### src/rtl/hazard_ctrl_if.sv
// ---------------------------------------------------------------------------
// hazard_ctrl_if
//
// Bundles every pipeline-facing signal of the hazard controller so the
// datapath and the controller connect through a single port.
//
//   slave  modport : used by hazard_ctrl (register addresses, write enables,
//                    result select, branch and cache-miss status in;
//                    forwarding selects, stall/flush controls and the
//                    miss-sequencer status out).
//   master modport : used by the pipeline datapath (the mirror image).
//
// Parameter:
//   REG_ADDR_WIDTH - width of register-file addresses.
// ---------------------------------------------------------------------------
interface hazard_ctrl_if #(
    parameter int unsigned REG_ADDR_WIDTH = 5
);
    // Register addresses and write enables seen by the hazard logic
    logic [REG_ADDR_WIDTH-1:0] rs1D_i;
    logic [REG_ADDR_WIDTH-1:0] rs2D_i;
    logic [REG_ADDR_WIDTH-1:0] rs1E_i;
    logic [REG_ADDR_WIDTH-1:0] rs2E_i;
    logic [REG_ADDR_WIDTH-1:0] rdE_i;
    logic [REG_ADDR_WIDTH-1:0] rdM_i;
    logic [REG_ADDR_WIDTH-1:0] rdW_i;
    logic                      reg_writeM_i;
    logic                      reg_writeW_i;
    logic [1:0]                result_srcE_i;
    logic                      pc_srcE_i;
    logic                      cache_missM_i;

    // Controls driven back into the pipeline
    logic [1:0]                forward_aE_o;
    logic [1:0]                forward_bE_o;
    logic                      stallF_o;
    logic                      stallD_o;
    logic                      stallE_o;
    logic                      stallM_o;
    logic                      flushD_o;
    logic                      flushE_o;
    logic                      flushW_o;
    logic                      cache_refill_o;
    logic                      miss_busy_o;

    modport slave (
        input  rs1D_i, rs2D_i, rs1E_i, rs2E_i, rdE_i, rdM_i, rdW_i,
        input  reg_writeM_i, reg_writeW_i, result_srcE_i, pc_srcE_i,
        input  cache_missM_i,
        output forward_aE_o, forward_bE_o,
        output stallF_o, stallD_o, stallE_o, stallM_o,
        output flushD_o, flushE_o, flushW_o,
        output cache_refill_o, miss_busy_o
    );

    modport master (
        output rs1D_i, rs2D_i, rs1E_i, rs2E_i, rdE_i, rdM_i, rdW_i,
        output reg_writeM_i, reg_writeW_i, result_srcE_i, pc_srcE_i,
        output cache_missM_i,
        input  forward_aE_o, forward_bE_o,
        input  stallF_o, stallD_o, stallE_o, stallM_o,
        input  flushD_o, flushE_o, flushW_o,
        input  cache_refill_o, miss_busy_o
    );
endinterface

### src/rtl/hazard_ctrl.sv
// ---------------------------------------------------------------------------
// hazard_ctrl
//
// Central hazard controller for the 5-stage pipeline: RAW forwarding selects
// for the E-stage ALU operands, load-use stall, taken branch/jump flush, and
// a data-cache miss sequencer (IDLE -> WAIT -> FILL) that freezes the whole
// pipeline until the refill line has been written.
//
// Ports:
//   clk_i          - clock, rising edge
//   rst_ni         - asynchronous active-low reset
//   hz             - hazard_ctrl_if.slave, all pipeline-facing signals
//   stall_cycles_o - (HAZARD_PERF_EN only) saturating count of stallF cycles
//   miss_count_o   - (HAZARD_PERF_EN only) saturating count of cache misses
//
// Parameters:
//   MISS_LATENCY   - cycles spent in WAIT before the refill cycle (>= 1)
//   REG_ADDR_WIDTH - register-address width, must match the interface
//   PERF_WIDTH     - width of the optional performance counters
//
// Optional feature: define HAZARD_PERF_EN to add the performance counters.
// ---------------------------------------------------------------------------
module hazard_ctrl #(
    parameter int unsigned MISS_LATENCY   = 4,
    parameter int unsigned REG_ADDR_WIDTH = 5,
    parameter int unsigned PERF_WIDTH     = 32
) (
    input  logic                  clk_i,
    input  logic                  rst_ni,
`ifdef HAZARD_PERF_EN
    output logic [PERF_WIDTH-1:0] stall_cycles_o,
    output logic [PERF_WIDTH-1:0] miss_count_o,
`endif
    hazard_ctrl_if.slave          hz
);

    localparam int unsigned CNT_W = $clog2(MISS_LATENCY + 1);

    typedef enum logic [1:0] {
        S_IDLE = 2'd0,
        S_WAIT = 2'd1,
        S_FILL = 2'd2
    } miss_state_e;

    // Elaboration-time parameter sanity check
    generate
        if (MISS_LATENCY < 1 || PERF_WIDTH < 1) begin : g_bad_params
            $error("hazard_ctrl: MISS_LATENCY and PERF_WIDTH must be >= 1");
        end
    endgenerate

    // ------------------------------------------------------------------
    // Local copies of the register addresses at the declared width
    // ------------------------------------------------------------------
    logic [REG_ADDR_WIDTH-1:0] rs1_d, rs2_d, rs1_e, rs2_e, rd_e, rd_m, rd_w;

    assign rs1_d = hz.rs1D_i;
    assign rs2_d = hz.rs2D_i;
    assign rs1_e = hz.rs1E_i;
    assign rs2_e = hz.rs2E_i;
    assign rd_e  = hz.rdE_i;
    assign rd_m  = hz.rdM_i;
    assign rd_w  = hz.rdW_i;

    // ------------------------------------------------------------------
    // RAW forwarding: the M-stage result is newer than W, so it wins.
    // x0 is hard-wired to zero and never forwarded.
    // ------------------------------------------------------------------
    always_comb begin
        // NOTE: every always_comb output gets a default first so that no
        // path through the block leaves it unassigned and infers a latch.
        hz.forward_aE_o = 2'b00;
        hz.forward_bE_o = 2'b00;

        if (hz.reg_writeM_i && rd_m != '0 && rd_m == rs1_e)
            hz.forward_aE_o = 2'b10;
        else if (hz.reg_writeW_i && rd_w != '0 && rd_w == rs1_e)
            hz.forward_aE_o = 2'b01;

        if (hz.reg_writeM_i && rd_m != '0 && rd_m == rs2_e)
            hz.forward_bE_o = 2'b10;
        else if (hz.reg_writeW_i && rd_w != '0 && rd_w == rs2_e)
            hz.forward_bE_o = 2'b01;
    end

    // Load in E whose destination is a source of the instruction in D
    logic lw_stall;
    assign lw_stall = (hz.result_srcE_i == 2'b01) && (rd_e != '0) &&
                      ((rd_e == rs1_d) || (rd_e == rs2_d));

    // ------------------------------------------------------------------
    // Data-cache miss sequencer
    // ------------------------------------------------------------------
    miss_state_e      state_q, state_d;
    logic [CNT_W-1:0] cnt_q,   cnt_d;
    logic             refill;

    always_ff @(posedge clk_i or negedge rst_ni) begin
        // NOTE: sequential state uses non-blocking assignments so every
        // register samples its inputs from before the clock edge.
        if (!rst_ni) begin
            state_q <= S_IDLE;
            cnt_q   <= '0;
        end else begin
            state_q <= state_d;
            cnt_q   <= cnt_d;
        end
    end

    always_comb begin
        state_d = state_q;
        cnt_d   = cnt_q;
        refill  = 1'b0;
        unique case (state_q)
            S_IDLE: begin
                if (hz.cache_missM_i) begin
                    state_d = S_WAIT;
                    cnt_d   = CNT_W'(MISS_LATENCY - 1);
                end
            end
            S_WAIT: begin
                // New miss requests are ignored until the sequence ends
                if (cnt_q == '0) state_d = S_FILL;
                else             cnt_d   = cnt_q - CNT_W'(1);
            end
            S_FILL: begin
                refill  = 1'b1;
                state_d = S_IDLE;
            end
            default: begin
                state_d = S_IDLE;
                cnt_d   = '0;
            end
        endcase
    end

    // Combinational so the very first miss cycle already freezes the pipe
    logic miss_busy;
    assign miss_busy = (state_q != S_IDLE) ||
                       ((state_q == S_IDLE) && hz.cache_missM_i);

    // ------------------------------------------------------------------
    // Stall / flush controls. A miss dominates: E is frozen, so a pending
    // branch or load-use re-presents on the first cycle after FILL.
    // ------------------------------------------------------------------
    assign hz.stallF_o       = lw_stall | miss_busy;
    assign hz.stallD_o       = lw_stall | miss_busy;
    assign hz.stallE_o       = miss_busy;
    assign hz.stallM_o       = miss_busy;
    assign hz.flushW_o       = miss_busy;
    assign hz.flushD_o       = hz.pc_srcE_i & ~miss_busy;
    assign hz.flushE_o       = (lw_stall | hz.pc_srcE_i) & ~miss_busy;
    assign hz.cache_refill_o = refill;
    assign hz.miss_busy_o    = miss_busy;

`ifdef HAZARD_PERF_EN
    // ------------------------------------------------------------------
    // Saturating performance counters
    // ------------------------------------------------------------------
    logic [PERF_WIDTH-1:0] stall_cycles_q, miss_count_q;

    always_ff @(posedge clk_i or negedge rst_ni) begin
        if (!rst_ni) begin
            stall_cycles_q <= '0;
            miss_count_q   <= '0;
        end else begin
            if (hz.stallF_o && stall_cycles_q != '1)
                stall_cycles_q <= stall_cycles_q + PERF_WIDTH'(1);
            if (state_q == S_IDLE && hz.cache_missM_i && miss_count_q != '1)
                miss_count_q <= miss_count_q + PERF_WIDTH'(1);
        end
    end

    assign stall_cycles_o = stall_cycles_q;
    assign miss_count_o   = miss_count_q;
`endif

endmodule

### src/flat_wrapper.sv
// flat-port wrapper written by rule: the top's interface ports become plain ports
module hazard_ctrl_flat 
#(
    parameter int unsigned MISS_LATENCY   = 4,
    parameter int unsigned REG_ADDR_WIDTH = 5,
    parameter int unsigned PERF_WIDTH     = 32
)
  (clk_i, rst_ni, hz_rs1D_i, hz_rs2D_i, hz_rs1E_i, hz_rs2E_i, hz_rdE_i, hz_rdM_i, hz_rdW_i, hz_reg_writeM_i, hz_reg_writeW_i, hz_result_srcE_i, hz_pc_srcE_i, hz_cache_missM_i, hz_forward_aE_o, hz_forward_bE_o, hz_stallF_o, hz_stallD_o, hz_stallE_o, hz_stallM_o, hz_flushD_o, hz_flushE_o, hz_flushW_o, hz_cache_refill_o, hz_miss_busy_o);
  hazard_ctrl_if #(.REG_ADDR_WIDTH(REG_ADDR_WIDTH)) hz_i ();
  input  logic clk_i;
  input  logic rst_ni;
  input wire logic [$bits(hz_i.rs1D_i)-1:0] hz_rs1D_i;
  input wire logic [$bits(hz_i.rs2D_i)-1:0] hz_rs2D_i;
  input wire logic [$bits(hz_i.rs1E_i)-1:0] hz_rs1E_i;
  input wire logic [$bits(hz_i.rs2E_i)-1:0] hz_rs2E_i;
  input wire logic [$bits(hz_i.rdE_i)-1:0] hz_rdE_i;
  input wire logic [$bits(hz_i.rdM_i)-1:0] hz_rdM_i;
  input wire logic [$bits(hz_i.rdW_i)-1:0] hz_rdW_i;
  input wire logic [$bits(hz_i.reg_writeM_i)-1:0] hz_reg_writeM_i;
  input wire logic [$bits(hz_i.reg_writeW_i)-1:0] hz_reg_writeW_i;
  input wire logic [$bits(hz_i.result_srcE_i)-1:0] hz_result_srcE_i;
  input wire logic [$bits(hz_i.pc_srcE_i)-1:0] hz_pc_srcE_i;
  input wire logic [$bits(hz_i.cache_missM_i)-1:0] hz_cache_missM_i;
  output wire logic [$bits(hz_i.forward_aE_o)-1:0] hz_forward_aE_o;
  output wire logic [$bits(hz_i.forward_bE_o)-1:0] hz_forward_bE_o;
  output wire logic [$bits(hz_i.stallF_o)-1:0] hz_stallF_o;
  output wire logic [$bits(hz_i.stallD_o)-1:0] hz_stallD_o;
  output wire logic [$bits(hz_i.stallE_o)-1:0] hz_stallE_o;
  output wire logic [$bits(hz_i.stallM_o)-1:0] hz_stallM_o;
  output wire logic [$bits(hz_i.flushD_o)-1:0] hz_flushD_o;
  output wire logic [$bits(hz_i.flushE_o)-1:0] hz_flushE_o;
  output wire logic [$bits(hz_i.flushW_o)-1:0] hz_flushW_o;
  output wire logic [$bits(hz_i.cache_refill_o)-1:0] hz_cache_refill_o;
  output wire logic [$bits(hz_i.miss_busy_o)-1:0] hz_miss_busy_o;
  assign hz_i.rs1D_i = hz_rs1D_i;
  assign hz_i.rs2D_i = hz_rs2D_i;
  assign hz_i.rs1E_i = hz_rs1E_i;
  assign hz_i.rs2E_i = hz_rs2E_i;
  assign hz_i.rdE_i = hz_rdE_i;
  assign hz_i.rdM_i = hz_rdM_i;
  assign hz_i.rdW_i = hz_rdW_i;
  assign hz_i.reg_writeM_i = hz_reg_writeM_i;
  assign hz_i.reg_writeW_i = hz_reg_writeW_i;
  assign hz_i.result_srcE_i = hz_result_srcE_i;
  assign hz_i.pc_srcE_i = hz_pc_srcE_i;
  assign hz_i.cache_missM_i = hz_cache_missM_i;
  assign hz_forward_aE_o = hz_i.forward_aE_o;
  assign hz_forward_bE_o = hz_i.forward_bE_o;
  assign hz_stallF_o = hz_i.stallF_o;
  assign hz_stallD_o = hz_i.stallD_o;
  assign hz_stallE_o = hz_i.stallE_o;
  assign hz_stallM_o = hz_i.stallM_o;
  assign hz_flushD_o = hz_i.flushD_o;
  assign hz_flushE_o = hz_i.flushE_o;
  assign hz_flushW_o = hz_i.flushW_o;
  assign hz_cache_refill_o = hz_i.cache_refill_o;
  assign hz_miss_busy_o = hz_i.miss_busy_o;
  hazard_ctrl #(.MISS_LATENCY(MISS_LATENCY), .REG_ADDR_WIDTH(REG_ADDR_WIDTH), .PERF_WIDTH(PERF_WIDTH)) u_core (.clk_i(clk_i), .rst_ni(rst_ni), .hz(hz_i));
endmodule
### config.mk
export PLATFORM = sky130hd
export DESIGN_NAME = hazard_ctrl_flat
export DESIGN_NICKNAME = d
export VERILOG_FILES = /design/src/rtl/hazard_ctrl_if.sv /design/src/rtl/hazard_ctrl.sv /design/src/flat_wrapper.sv
export SDC_FILE = /design/constraint.sdc
export NUM_CORES = 1
export LEC_CHECK = 0
export BUFFER_PORTS_ARGS = -buffer_cell sky130_fd_sc_hd__buf_4
export CAP_MARGIN = 20
export CORE_MARGIN = 5
export CORE_UTILIZATION = 40
export DETAILED_ROUTE_END_ITERATION = 8
export PLACE_DENSITY = 0.8
export SYNTH_ARGS = -nofsm -noshare
export SYNTH_HDL_FRONTEND = slang
export SYNTH_SLANG_ARGS = --single-unit
### constraint.sdc
create_clock -name clk_i -period 3.6 [get_ports clk_i]
set_clock_uncertainty 0.2 [all_clocks]
set_input_delay 0.36 -clock clk_i [delete_from_list [all_inputs] [get_ports clk_i]]
set_output_delay 0.36 -clock clk_i [all_outputs]
set_load 0.01 [all_outputs]
# After elaboration in Yosys (flattened, before gate mapping)
# Index checks and enable logic that the tools add are counted.
[word_totals]
regBits = 5
[op_classes]
n_mux = 11
n_reduce_logical = 19
bitwise_logic = 6
eq_ne = 12
addsub = 1
[op_table]
columns = ["operator", "count"]
rows = [
  ["5-bit == test", 6],
  ["5-bit nonzero test", 3],
  ["1-bit logical AND", 9],
  ["3-bit case mux with 3 select lines", 1],
  ["2-bit two-way mux", 4],
  ["3-bit two-way mux", 2],
  ["2-bit by 1-bit == test with 1-bit output (second input constant)", 2],
  ["2-bit inequality test (second input constant)", 2],
  ["2-bit case mux with 2 select lines", 1],
  ["3-bit logical NOT", 1],
  ["1-bit two-way mux", 3],
  ["3-bit AND reduction", 1],
  ["3-bit by 1-bit subtractor with 3-bit output (second input constant)", 1],
  ["1-bit AND", 2],
  ["2-bit == test (second input constant)", 1],
  ["2-bit logical NOT", 1],
  ["1-bit logical OR", 2],
  ["2-bit by 1-bit inequality test with 1-bit output (second input constant)", 1],
  ["1-bit NOT", 2],
  ["1-bit OR", 2],
  ["2-bit AND reduction", 1],
  ["2-bit nonzero test", 1],
]

# Logic depth before layout (Yosys ltp)
# Gate-level depths: netlist of run 1.
[depth]
ltp_word = 5
ltp_mapped = 6
depth_no_buf = 6

# Least setup slack after synthesis of run 1
# Ideal clock, no wire load.
[synth_path]
path_type = "input -> output"
startpoint = "input port hz_rdM_i[0]"
endpoint = "output port hz_forward_aE_o[0]"
path_stages = 4
setup_slack_ns = 1.564
arrival_time_ns = 1.476
required_time_ns = 3.040
path_buffers = 0
path_cell_list = "or4_4 -> o21ai_2 -> nor4_2 -> nor4_2"
[synth_between]
elab_chain_cells = 4
elab_cells_between_ends = 5
cone_classes = "1 x eq/ne; 1 x mux; 3 x reduce/logical"
[synth_lines]
columns = ["item", "line_no", "text"]
rows = [
  ["start, declared", "flat_wrapper.sv:17", "input wire logic [$bits(hz_i.rdM_i)-1:0] hz_rdM_i;"],
  ["5-bit nonzero test", "hazard_ctrl.sv:75", "if (hz.reg_writeM_i && rd_m != '0 && rd_m == rs1_e)"],
  ["1-bit logical AND", "hazard_ctrl.sv:75", ""],
  ["1-bit logical AND *", "hazard_ctrl.sv:75", ""],
  ["2-bit two-way mux *", "hazard_ctrl.sv:75", ""],
  ["end, declared", "flat_wrapper.sv:24", "output wire logic [$bits(hz_i.forward_aE_o)-1:0] hz_forward_aE_o;"],
]
# Mark *: on every way between the ends. The rest lies on a longest branch, timed or not.

# Worst setup path in the final report of run 1
# Same ends and word-level chain as after synthesis.

==> results.toml, run 1 <==
[cells_and_area]
fill_cells = 148
finalCoreUtilization = 0.682
drive_gt1_frac = 0.422
antenna_cells = 0
nNetsFinal = 193
synthToLayoutAreaGrowth_pct = 60.1

[sta]
setup_violations = 0
worst_slack_ps = 1380
drv_slew = 0
timing.final.crit_share = 0.617
slew_headroom = 0.769
period_needed_ps = 2220
hold_viol = 0
final.setup.tns_ps = 0
max_freq_mhz = 450
tightestPinTransition_ps = 343
rsz0062_at_grt = "no"

[run_status]
outcome = "completed"

[die]
rows = 15
dieArea_um2 = 2820
die_height_um = 53.1
core_area_um2 = 1750
num_io_pins = 56
die_w_um = 53.1
start_util = 0.426

[logic_synthesis]
yosysUniqueCellTypes = 27
netlist_area_um2 = 743
syn_inst = 92
syn-num-nets = 137
syn_area_per_cell_um2 = 8.08
synth-main-ff-cell = "dfrtp_1"
ys_async_sr_fraction = 1.00
seq_area_frac_synth = 0.168
synth_edf_count = 0
ys_seq_elements = 5
ys_warn_count = 0

[global_route]
grt_max_degree = 10
gr-total-overflow = 0
grt_pass1_wl_mm = 3.47
grt_pass1_vias = 875
antenna_found_initial = 0
grt_usage = 0.164

[place]
gp_congestion = 0.796
portBuffers = 55
pre_cts_slack_ps = 1370
place_hpwl_mm = 1.87

[clock_network]
clk_pin_slew_ps = 40
cts_root_buf = "clkbuf_4"
clk_path_buf_depth = 2
cts_resized = 0
cts.htree.levels = 1
cts_tree = "built"
hold_buffers = 1
clk-insertion-delay-late_ps = 240
cts_buffers = 3
post_cts.repair.setup_buffers = 0
cts_sinks = 5

[routing]
drt-initial-drc-count = 1
vias = 822
viasPerCell = 4.78
post-route-drc-count = 0
first_pass_iters = 4
ant_nets = 0
wl_per_cell_um = 12.4
wirelength_mm = 2.13

[critical_path]
worstPathArrival_ps = 1660
regToRegStartpoint = "u_core.cnt_q[0]$_DFFE_PN0P_"
critPathMaxFanout = 3
criticalPathCategory = "input pin to output pin"
reg2reg_depth = 6
crit_slowest_cell = "or4_4"
cp.required_ps = 3040
end_kind = "output pin"
start_kind = "input pin"
cpPeakStageDelay_ps = 520
crit_chain = "buf_4, or4_4, o21ai_2, nor4_2, nor4_2, buf_4"
crit_start = "hz_rdM_i[0]"

[hold_path]
hp-start = "hz_cache_missM_i"
min_path_type = "input pin to flip-flop"
whs_path_depth = 3

[pwr]
p_leak_nw = 0.567
irDropWorstVdd_v = 0.000293
power_per_cell_area_nw_per_um2 = 367

[job]
cap_violations = 0
-- worst max-delay path: cells and delay by family --
family                 cells  cell delay (ps)
buffers and inverters      2              290
AO/OA/AOI/OAI              1              150
AND/OR/NAND/NOR            3              860
-- worst paths after layout --
path	end	slack [ps]
worst max-delay path	hz_forward_aE_o[0]	1380
worst min-delay path	u_core.state_q[0]$_DFFE_PN0P_	230
worst max register to register	u_core.cnt_q[1]$_DFFE_PN0P_	2020
worst min register to register	u_core.cnt_q[1]$_DFFE_PN0P_	300
max in group asynchronous	u_core.cnt_q[1]$_DFFE_PN0P_	2840
min in group asynchronous	u_core.state_q[0]$_DFFE_PN0P_	250
-- cell families (layout without fill, tap and decap cells) --
| logic type | after synthesis | count (layout) | share of synthesized area |
|---|---|---|---|
| DFF | 5 | 5 | 0.168 |
| adders and majority gates | 2 | 2 | 0.0337 |
| buffers and inverters | 8 | 63 | 0.0606 |
| AOI/OAI and AO/OA | 8 | 8 | 0.0690 |
| xor gates and xnor gates | 30 | 30 | 0.354 |
| and+or+nand+nor | 37 | 37 | 0.288 |
| muxes | 2 | 2 | 0.0269 |
-- synth_stat cells (3+ instances only) --
cell type,n,area share
nor2b_1,3,0.025
nand2b_1,3,0.025
buf_4,4,0.040
xor2_1,22,0.26
nand3_1,4,0.027
nor2_1,9,0.045
nand2_1,3,0.015
dfrtp_1,5,0.17
o21ai_0,3,0.020
inv_1,3,0.015
xnor2_1,8,0.094
nor3_1,6,0.040
-- cells in the final DEF, fill, tap and decap left out, drive strengths merged, types with 4 or more instances in the layout --
cell type,n
xor2,22
nand3,4
o21ai,5
dfrtp,5
buf,55
xnor2,8
clkbuf,4
nor3,6
nor2,9
-- per-stage QoR --
step                      instances  hold WS (ps)  total power, W  instance area [um2]
after floorplan                  92          -136        0.000274                  743
after global routing            172           233        0.000485                 1190
after global placement          167         -38.7        0.000363                 1150
after detailed placement        167         -37.1        0.000371                 1150
final                           172           226        0.000437                 1190
after CTS                       172           221        0.000444                 1190
-- final cells by class --
cell class                 instances  area (um2)  area share
clock buffer                       4        26.3      0.0221
inverter                           3        11.3     0.00946
multi-input combinational         79         573       0.482
sequential                         5         125       0.105
tap                               25        31.3      0.0263
timing repair buffer              56         423       0.355
-- layer usage --
metal	vias up	GRT usage	part of all wire
met5	-	0	0
met4	0	0.0383	0.017
met3	4	0.0676	0.14
met2	51	0.295	0.47
met1	350	0.176	0.38
li1	417	-	-
-- power by group --
group / internal, W / total (W) / switching (W)
Clock: 0.0000420 / 0.0000669 / 0.0000249
Sequential: 0.0000832 / 0.000113 / 0.0000299
Combinational: 0.000139 / 0.000257 / 0.000118
-- state kept, by name (all words and copies together) (netlist names) --
register,cells
u_core.state_q,2
u_core.cnt_q,3
Note: power is estimated with default switching activity, not from simulation.
==> run 2: changes to the inputs <==
--- a/config.mk
+++ b/config.mk
@@ -8,9 +8,9 @@
 export BUFFER_PORTS_ARGS = -buffer_cell sky130_fd_sc_hd__buf_4
 export CAP_MARGIN = 20
 export CORE_MARGIN = 5
-export CORE_UTILIZATION = 40
+export CORE_UTILIZATION = 36
 export DETAILED_ROUTE_END_ITERATION = 8
-export PLACE_DENSITY = 0.8
+export PLACE_DENSITY = 0.76
 export SYNTH_ARGS = -nofsm -noshare
 export SYNTH_HDL_FRONTEND = slang
 export SYNTH_SLANG_ARGS = --single-unit
==> constraint.sdc (replaced) <==
create_clock -name clk_i -period 1.8 [get_ports clk_i]
set_clock_uncertainty 0.2 [all_clocks]
set_input_delay 0.18 -clock clk_i [delete_from_list [all_inputs] [get_ports clk_i]]
set_output_delay 0.18 -clock clk_i [all_outputs]
set_load 0.01 [all_outputs]
==> run 2 against run 1 <==
Count of clock-buffer cells in the layout stayed put. Worst hold slack worse by 170 ps. Sequential power grew 78%. Combinational power is 130% higher. Critical path type unchanged. Highest routed layer unchanged.
==> results.toml, run 2 (synthesis results as in run 1) <==
[sta]
worst_slack_ps = 12.6
setup_violations = 0
period_needed_ps = 1790
tightestPinTransition_ps = 326
timing.final.crit_share = 0.993
slew_headroom = 0.781
drv_slew = 0
max_freq_mhz = 559
rsz0062_at_grt = "yes"
hold_viol = 0
final.setup.tns_ps = 0

[pwr]
p_seq_frac = 0.219
power_frac_clock = 0.145
swShare = 0.389
p_leak_nw = 0.607
intPower_w = 0.000560
irDropWorstVdd_v = 0.000384
pwr-share-comb = 0.636
p_switching_w = 0.000357
power_per_cell_area_nw_per_um2 = 713

[place]
gp_congestion = 0.837
place_hpwl_mm = 1.94
portBuffers = 55
pre_cts_slack_ps = -54.6

[critical_path]
worstPathArrival_ps = 1410
r2r_end = "u_core.cnt_q[1]$_DFFE_PN0P_"
end_kind = "output pin"
r2r_slack_ps = 220
crit_start = "hz_rs1E_i[4]"
criticalPathCategory = "input pin to output pin"
critPathMaxFanout = 2
regToRegStartpoint = "u_core.cnt_q[0]$_DFFE_PN0P_"
cp.required_ps = 1420
reg2reg_depth = 6
cp-endpoint = "hz_forward_aE_o[0]"
start_kind = "input pin"

[cells_and_area]
nNetsFinal = 199
final_cell_mix = "buf_4, xor2_1, nor2_1, xnor2_1, dfrtp_1"
largest_register_ffs = 3
antenna_cells = 0
top_register = "u_core.cnt_q"
multi_input_area_um2 = 613
top_regs = "u_core.cnt_q: 3 flops, u_core.state_q: 2 flops"
register_area_um2 = 125
layout.cells.most_common = "buf_4"
fill_cells = 190
drive_gt1_frac = 0.477
synthToLayoutAreaGrowth_pct = 72.9

[die]
start_util = 0.379
core_area_um2 = 1960
dieArea_um2 = 3070
num_io_pins = 56
die_height_um = 55.4
rows = 16
die_w_um = 55.4

[clock_network]
clk_pin_slew_ps = 50
post_cts.repair.setup_buffers = 0
cts_sinks = 5
cts_root_buf = "clkbuf_4"
cts.htree.levels = 1
cts_tree = "built"
clk_path_buf_depth = 2
cts_buffers = 3
clk-insertion-delay-late_ps = 250

[routing]
drt-initial-drc-count = 5
top_layer_used = "met4"
viasPerCell = 4.70
met1_length_um = 796
first_pass_iters = 4
wirelength_mm = 2.24
ant_nets = 0
dr_wl_met3_um = 174
vias = 846
met2_length_mm = 1.24
post-route-drc-count = 0
wl_per_cell_um = 12.5

[global_route]
grt_pass1_wl_mm = 3.71
gr-total-overflow = 0
antenna_found_initial = 0
grt_pass1_vias = 894
grt_max_degree = 9
grt_usage = 0.148

[job]
cap_violations = 0

[hold_path]
min_path_type = "input pin to flip-flop"

[run_status]
outcome = "completed"
-- run 2: cell types whose count changed in the layout (fill, tap and decap cells not counted), moves of 2 or more --
cell    before  now
buf_4       55   59
buf_6        0    2
nor3_2       0    2
nor3_1       6    4
-- run 2: worst max-delay path, stage by stage --
cell and delay, ps:
buf_4 120, xor2_1 150, or4_4 510, nor4_2 280, buf_4 160
-- run 2: routing by layer --
metal,track usage,vias up
li1,-,430
met3,0.0396,4
met2,0.264,34
met1,0.163,378
met5,0,-
met4,0.0625,0
-- run 2: power groups by stage --
stage          registers (W)  clock network, W  logic (W)
5_1_grt             0.000205          0.000150   0.000647
3_3_place_gp        0.000197                 0   0.000555
2_1_floorplan       0.000195                 0   0.000354
3_5_place_dp        0.000199                 0   0.000573
6_report            0.000201          0.000133   0.000583
4_1_cts             0.000201          0.000137   0.000584
-- run 2: worst min-delay path by stage --
stage                                start                            end  cells past startpoint
final                     hz_cache_missM_i  u_core.state_q[0]$_DFFE_PN0P_                      3
after global routing      hz_cache_missM_i  u_core.state_q[0]$_DFFE_PN0P_                      3
after global placement              rst_ni  u_core.state_q[0]$_DFFE_PN0P_                      1
after detailed placement            rst_ni  u_core.state_q[0]$_DFFE_PN0P_                      1
after floorplan                     rst_ni    u_core.cnt_q[0]$_DFFE_PN0P_                      0
after CTS                 hz_cache_missM_i  u_core.state_q[0]$_DFFE_PN0P_                      3
-- run 2: timing repair --
action / in CTS / in global routing
hold endpoints to repair: 5 / 0
pin swaps: 5 / 2
gates resized for setup: 5 / 4
setup endpoints to repair: 4 / 4
hold buffers: 1 / 0
gates cloned: 0 / 0
-- run 2: stage by stage --
stage                util  hold WS (ps)  cell area (um2)  power [W]  cells
floorplan               -          -316              743   0.000549     92
global placement    0.612          -216             1200   0.000752    175
detailed placement  0.612          -214             1200   0.000772    175
CTS                 0.644          49.1             1260   0.000923    180
global route        0.655          41.6             1280    0.00100    180
finish              0.655          50.6             1280   0.000917    180
-- run 2: area by class of cell --
cell class	count	share of cell area
tap	27	0.0263
multi-input combinational	79	0.477
sequential	5	0.0974
clock buffer	4	0.0204
inverter	3	0.00876
timing repair buffer	62	0.370
